<file path="src/rtl/audio_output_pkg.sv">
`default_nettype none
// ============================================================================
//  Module      : audio_output_pkg
//  Description : Shared types and helpers for the audio output stage.
//                - output_state_t : OFF / ACTIVE / MUTING state encoding
//                - MUTE_STEP_DEFAULT : default per-tick soft-mute decrement
//                - to_offset_binary : two's complement -> offset binary
//  Revision    : 1.0  initial release
// ============================================================================
package audio_output_pkg;

    typedef enum logic [1:0] {
        OFF    = 2'd0,
        ACTIVE = 2'd1,
        MUTING = 2'd2
    } output_state_t;

    localparam int unsigned MUTE_STEP_DEFAULT = 64;

    // Inverting the sign bit maps signed full scale onto 0..2^width-1, so the
    // most negative sample becomes 0 (constant-low bitstream).
    function automatic logic [31:0] to_offset_binary(input logic [31:0] value,
                                                     input int unsigned width);
        return value ^ (32'd1 << (width - 1));
    endfunction

endpackage : audio_output_pkg
`default_nettype wire

</file>
<file path="src/rtl/audio_output_stage_pdm.sv">
`default_nettype none
// ============================================================================
//  Module      : pdm_modulator
//  Description : First-order delta-sigma modulator. The offset-binary sample
//                is added to the accumulator every cycle; the carry out is the
//                PDM bit, so the one-density equals u / 2^DATA_WIDTH.
//  Ports       : clk_i    - system clock
//                rst_i    - synchronous active-high reset
//                clear_i  - synchronous clear of accumulator and output bit
//                sample_i - signed two's complement sample
//                pdm_o    - registered PDM bitstream
//  Revision    : 1.0  initial release
// ============================================================================
module pdm_modulator
    import audio_output_pkg::*;
#(
    parameter int unsigned DATA_WIDTH = 16
) (
    input  logic                  clk_i,
    input  logic                  rst_i,
    input  logic                  clear_i,
    input  logic [DATA_WIDTH-1:0] sample_i,
    output logic                  pdm_o
);

    logic [DATA_WIDTH-1:0] offset_val;
    logic [DATA_WIDTH:0]   sum;
    logic [DATA_WIDTH-1:0] acc_q;
    logic                  carry_q;

    assign offset_val = DATA_WIDTH'(to_offset_binary(32'(sample_i), DATA_WIDTH));

    // Only the low DATA_WIDTH bits are kept; the carry out of the sum is the
    // accumulator's top bit and lives in carry_q.
    assign sum = {1'b0, acc_q} + {1'b0, offset_val};

    always_ff @(posedge clk_i) begin
        if (rst_i || clear_i) begin
            acc_q   <= '0;
            carry_q <= 1'b0;
        end else begin
            acc_q   <= sum[DATA_WIDTH-1:0];
            carry_q <= sum[DATA_WIDTH];
        end
    end

    assign pdm_o = carry_q;

endmodule : pdm_modulator
`default_nettype wire

</file>
<file path="src/rtl/audio_output_stage.sv">
`default_nettype none
// ============================================================================
//  Module      : audio_output_stage
//  Description : Captures the mixed wave once per programmable sample period,
//                drives it through a first-order PDM modulator and sequences
//                the amplifier with a soft-mute ramp so shutdown does not pop.
//  Ports       : clk_i            - system clock
//                rst_i            - synchronous active-high reset
//                enable_i         - 1 = play, 0 = soft-mute then power down
//                sample_divider_i - sample period in clocks minus 1
//                sample_i         - signed Q1.15 mixed wave
//                sample_tick_o    - pulse on each capture or mute step
//                pdm_o            - PDM bitstream to the audio pin
//                amp_enable_o     - external amplifier enable
//                idle_o           - high while powered down (OFF)
//  Revision    : 1.0  initial release
// ============================================================================
module audio_output_stage
    import audio_output_pkg::*;
#(
    parameter int unsigned DATA_WIDTH = 16,
    parameter int unsigned DIV_WIDTH  = 16,
    parameter int unsigned MUTE_STEP  = MUTE_STEP_DEFAULT
) (
    input  logic                  clk_i,
    input  logic                  rst_i,
    input  logic                  enable_i,
    input  logic [DIV_WIDTH-1:0]  sample_divider_i,
    input  logic [DATA_WIDTH-1:0] sample_i,
    output logic                  sample_tick_o,
    output logic                  pdm_o,
    output logic                  amp_enable_o,
    output logic                  idle_o
);

    localparam logic [DATA_WIDTH-1:0] STEP     = DATA_WIDTH'(MUTE_STEP);
    localparam logic [DATA_WIDTH:0]   STEP_EXT = (DATA_WIDTH+1)'(MUTE_STEP);

    output_state_t         state_q, state_d;
    logic [DIV_WIDTH-1:0]  div_cnt_q, div_cnt_d;
    logic                  sample_tick_q, sample_tick_d;
    logic [DATA_WIDTH-1:0] held_q, held_d;

    logic                  tick;
    logic                  held_neg;
    logic [DATA_WIDTH:0]   held_ext;
    logic [DATA_WIDTH:0]   held_mag;
    logic                  held_small;
    logic                  mod_clear;

    // ------------------------------------------------------------------------
    // Tick generator. '>=' lets a divider lowered below the running count take
    // effect on the very next cycle instead of waiting for a counter wrap.
    // ------------------------------------------------------------------------
    assign tick      = (div_cnt_q >= sample_divider_i);
    assign div_cnt_d = tick ? '0 : div_cnt_q + 1'b1;

    // Magnitude is formed one bit wider so that 0x8000 has a representable
    // absolute value.
    assign held_neg   = held_q[DATA_WIDTH-1];
    assign held_ext   = {held_neg, held_q};
    assign held_mag   = held_neg ? (~held_ext + 1'b1) : held_ext;
    assign held_small = (held_mag <= STEP_EXT);

    // ------------------------------------------------------------------------
    // Enable / soft-mute state machine
    // ------------------------------------------------------------------------
    always_comb begin
        state_d       = state_q;
        held_d        = held_q;
        sample_tick_d = 1'b0;

        case (state_q)
            OFF: begin
                held_d = '0;
                if (enable_i) begin
                    state_d = ACTIVE;
                end
            end

            ACTIVE: begin
                sample_tick_d = tick;
                // A tick coinciding with enable falling is still a capture.
                if (tick) begin
                    held_d = sample_i;
                end
                if (!enable_i) begin
                    state_d = MUTING;
                end
            end

            MUTING: begin
                sample_tick_d = tick;
                if (enable_i) begin
                    // Re-enable wins over a mute step on the same tick.
                    state_d = ACTIVE;
                    if (tick) begin
                        held_d = sample_i;
                    end
                end else if (tick) begin
                    if (held_small) begin
                        held_d  = '0;
                        state_d = OFF;
                    end else if (held_neg) begin
                        held_d = held_q + STEP;
                    end else begin
                        held_d = held_q - STEP;
                    end
                end
            end

            default: begin
                state_d = OFF;
                held_d  = '0;
            end
        endcase
    end

    always_ff @(posedge clk_i) begin
        if (rst_i) begin
            state_q       <= OFF;
            div_cnt_q     <= '0;
            sample_tick_q <= 1'b0;
            held_q        <= '0;
        end else begin
            state_q       <= state_d;
            div_cnt_q     <= div_cnt_d;
            sample_tick_q <= sample_tick_d;
            held_q        <= held_d;
        end
    end

    // Clearing on the next state makes the PDM bit low in the first OFF cycle,
    // together with the amplifier enable dropping.
    assign mod_clear = (state_d == OFF);

    pdm_modulator #(
        .DATA_WIDTH (DATA_WIDTH)
    ) u_pdm_modulator (
        .clk_i    (clk_i),
        .rst_i    (rst_i),
        .clear_i  (mod_clear),
        .sample_i (held_q),
        .pdm_o    (pdm_o)
    );

    assign sample_tick_o = sample_tick_q;
    assign amp_enable_o  = (state_q != OFF);
    assign idle_o        = (state_q == OFF);

endmodule : audio_output_stage
`default_nettype wire

</file>
<file path="config.mk">
export PLATFORM = sky130hd
export DESIGN_NAME = audio_output_stage
export DESIGN_NICKNAME = d
export VERILOG_FILES = /design/src/rtl/audio_output_pkg.sv /design/src/rtl/audio_output_stage_pdm.sv /design/src/rtl/audio_output_stage.sv
export SDC_FILE = /design/constraint.sdc
export NUM_CORES = 1
export LEC_CHECK = 0
export BUFFER_PORTS_ARGS = -buffer_cell sky130_fd_sc_hd__buf_4
export CAP_MARGIN = 20
export CORE_MARGIN = 10
export CORE_UTILIZATION = 45
export CTS_BUF_LIST = sky130_fd_sc_hd__clkbuf_16
export DETAILED_ROUTE_END_ITERATION = 6
export HOLD_SLACK_MARGIN = 0.05
export PLACE_DENSITY = 0.65
export SYNTH_ARGS = -nofsm -noshare
export SYNTH_HDL_FRONTEND = slang
export SYNTH_SLANG_ARGS = --single-unit
</file>
<file path="constraint.sdc">
create_clock -name clk_i -period 2.9 [get_ports clk_i]
set_input_delay 0.145 -clock clk_i [delete_from_list [all_inputs] [get_ports clk_i]]
set_output_delay 0.145 -clock clk_i [all_outputs]
set_load 0.005 [all_outputs]
</file>
==> flow_summary_export.csv <==
group,metric,value,unit
clock_tree,clkSlewWorstSetupHoldPaths,60,ps
global_route,grt_max_degree,18,
pwr,total_power,1.46,mW
worst_hold_path,holdPathStages,3,
detailed_routing,wl_per_cell,13.3,um
sta,tightest_slew,650,ps
global_route,track_usage,13.3,%
layout,drive_above_1_share,12.4,%
floorplan,start_util,46.2,%
global_route,grt_overflow,0,
detailed_routing,dr_total_vias,2781,
clock_tree,cts_tree,"built",
yosys,synth_cells,392,
clock_tree,cts_setup_buffers,0,
detailed_routing,final_antenna_net_count,0,
critical_path,crit_required,3080,ps
layout,final_cells,534,
clock_tree,clockBufferDepth,2,
layout,nets,518,
sta,setup-violations-final,0,
floorplan,ios,39,
clock_tree,h-tree-depth,2,
yosys,seq_area_frac_synth,31.1,%
pwr,irDropWorstVdd,199,uV
layout,fin_area,3890,um^2
layout,area_growth,16.2,%
global_route,grt_pass1_vias,2782,
yosys,netlist_area,3350,um^2
floorplan,rows,31,
critical_path,critPathKind,"reg -> reg",
critical_path,rr_worst_depth,12,
critical_path,r2r_start,"div_cnt_q[0]$_SDFF_PP0_",
detailed_routing,routed_wl,7.12,mm
sta,rsz0062_at_grt,"false",
clock_tree,cts-root-buf,"clkbuf_16",
layout,antenna_cells,0,
floorplan,dieArea,11300,um^2
clock_tree,cts_hold_buffers,0,
critical_path,worst-path-buf-inv,3,
detailed_routing,first_pass_iters,4,
place,io_buffers,38,
critical_path,end_kind,"flop",
critical_path,max_stage_delay,390,ps
floorplan,die_y,106,um
sta,holdWs,84.3,ps
critical_path,r2r-end,"u_pdm_modulator.acc_q[2]$_SDFF_PP0_",
global_route,antenna_found_initial,0,
yosys,yosys_warnings,0,
yosys,yosys_register_bits,52,
detailed_routing,drtIter0Drc,113,
worst_hold_path,worstHoldStart,"sample_i[10]",
sta,final.min_clock_period,2510,ps
yosys,syn_nets,475,
clock_tree,cts_made_buffers,5,
worst_hold_path,hold_class,"in -> reg",
place,dp.cells,527,
floorplan,fp.dieW,106,um
sta,clock_skew,6.75,ps
sta,max-slew-margin-rel,56.2,%
critical_path,path_delay_family,"compound AO/OA/AOI/OAI gates",
place,dpl_cell_area,3760,um^2
detailed_routing,drcViolationCount,0,
critical_path,startpoint_type,"flop",
critical_path,r2r_slack,390,ps
critical_path,worst-path-max-fanout,17,
place,place_hpwl,5.62,mm
clock_tree,cts_sinks,52,
yosys,syn_avg_cell_area,8.54,um^2
worst_hold_path,holdPathEnd,"held_q[10]$_SDFFE_PP0P_",
detailed_routing,via_per_inst,5.21,
place,gp_congestion,0.828,
global_route,grt_first_pass_wirelength,12.7,mm
critical_path,critPathSlowestCell,"dfxtp_1",
yosys,yosysUniqueCellTypes,45,
sta,period_share,86.6,%
clock_tree,clk_latency,290,ps
critical_path,path_depth,12,
floorplan,coreArea,7250,um^2
sta,setup_tns,0,ps
job,drv_cap,0,
sta,drv_slew,0,
sta,clock.fmax,398,MHz
pwr,p_per_area,376,nW/um^2
critical_path,cp_data_arrival_time,2690,ps
sta,hold_viol_final,0,
clock_tree,cts_resized,0,
status,status,"complete, no violations",
pwr,power.leakage,1.73,nW
critical_path,cp_cell_sequence,"inv_1 > ha_1 > nor3b_1 > o21ai_0 > a211oi_1 > o31a_1 > buf_4 > o21ai_1 > nand2_1 > a311oi_4 > buf_4 > nor3_1",
critical_path,crit_top_cell,"buf_4",
metal layers:
metal | part of all wire [%] | vias up | wire length (um) | global-route usage (%)
li1 | - | 1471 | - | -
met1 | 49 | 1273 | 3480 | 16.3
met2 | 46 | 29 | 3260 | 22.6
met3 | 3.8 | 8 | 269 | 3.26
met4 | 1.6 | 0 | 111 | 3.97
met5 | 0 | - | 0 | 0
worst min-delay path, delay by kind of cell:
family	cells	cell delay [ps]
compound gates	2	120
buf+inv	1	80
worst max-delay path by stage:
| stage | from | endpoint |
|---|---|---|
| finish | div_cnt_q[0]$_SDFF_PP0_ | u_pdm_modulator.acc_q[2]$_SDFF_PP0_ |
| global route | div_cnt_q[0]$_SDFF_PP0_ | held_q[15]$_SDFFE_PP0P_ |
| CTS | div_cnt_q[0]$_SDFF_PP0_ | u_pdm_modulator.acc_q[2]$_SDFF_PP0_ |
| detailed placement | div_cnt_q[0]$_SDFF_PP0_ | u_pdm_modulator.acc_q[2]$_SDFF_PP0_ |
| global placement | div_cnt_q[11]$_SDFF_PP0_ | u_pdm_modulator.acc_q[10]$_SDFF_PP0_ |
| floorplan | div_cnt_q[0]$_SDFF_PP0_ | u_pdm_modulator.acc_q[6]$_SDFF_PP0_ |
through the flow:
stage          utilization, %  worst slack [ps]
2_1_floorplan               -               610
3_3_place_gp             51.8               409
3_5_place_dp             51.8               373
4_1_cts                  53.6               361
5_1_grt                  53.6              79.0
6_report                 53.6               390
layout by cell type (no fill, tap or decap), drive strengths merged, types with 4 or more instances in the layout:
cell    count
inv        41
o21bai      5
a221oi      7
nor2       44
dfxtp      52
xor2       16
nor4        6
o21ai      29
nand2b      5
o21a        6
nand2      14
xnor2      16
a21oi      23
buf        42
a22oi       9
a21o        4
clkbuf      5
nor3        4
ha         46
nor2b       6
nand3      14
cells in the mapped netlist:
master    count  share of area (%)
xor2_1       16                4.2
o21bai_1      5                1.1
and4_1        3               0.78
a221oi_1      7                1.8
o211ai_1      2               0.45
a21o_1        4               0.90
clkbuf_1      4               0.45
inv_1        40                4.5
ha_1         46                 17
nand2b_1      5               0.93
nand4_1       2               0.37
o21ai_1       1               0.15
nor4_1        4               0.75
or3_1         3               0.56
nor2b_1       6                1.1
a31oi_1       2               0.37
or2_2         2               0.37
nor4_2        2               0.75
a22o_1        1               0.26
and2_1        1               0.19
o31ai_1       3               0.67
o21ai_0      28                4.2
fa_1          2                1.2
a211oi_1      3               0.67
or4_1         1               0.22
xnor2_1      16                4.2
nor3b_1       2               0.45
a31o_2        1               0.26
o21a_1        6                1.3
nand2_1      14                1.6
and3_1        3               0.56
nor2_1       44                4.9
a311oi_4      1               0.78
o32ai_1       1               0.26
o31a_1        3               0.78
buf_6         1               0.34
buf_1         1               0.11
a21boi_0      1               0.22
dfxtp_1      52                 31
nand3_1      14                2.1
a22oi_1       9                2.0
o211a_1       2               0.60
nor3_1        4               0.60
o22ai_1       1               0.19
a21oi_1      23                3.4
cell type report:
class	instances	area, um^2
Tap cell	99	124
Timing Repair Buffer	42	315
Multi-Input combinational cell	294	2130
Fill cell	706	3360
Clock inverter	2	8.76
Clock buffer	5	125
Sequential cell	52	1040
Inverter	40	150
power by group:
part	internal, mW	switching, mW	total [mW]
Sequential	0.724	0.00961	0.734
Combinational	0.0781	0.0817	0.160
Clock	0.311	0.258	0.568
Total	1.11	0.349	1.46
registers in the layout (all words and copies together), names as in the netlist:
register and flops:
div_cnt_q 16, held_q 16, sample_tick_o 1, state_q 2, u_pdm_modulator.acc_q 16, u_pdm_modulator.pdm_o 1
logic make-up after synthesis:
| logic type | after synthesis | synth area share [%] |
|---|---|---|
| adders and majority gates | 48 | 18.4 |
| AOI/OAI and AO/OA | 104 | 20.5 |
| and+or+nand+nor | 110 | 16.3 |
| xor gates and xnor gates | 32 | 8.37 |
| buffers and inverters | 46 | 5.38 |
| DFF | 52 | 31.1 |
(Power assumes the default switching activity.)
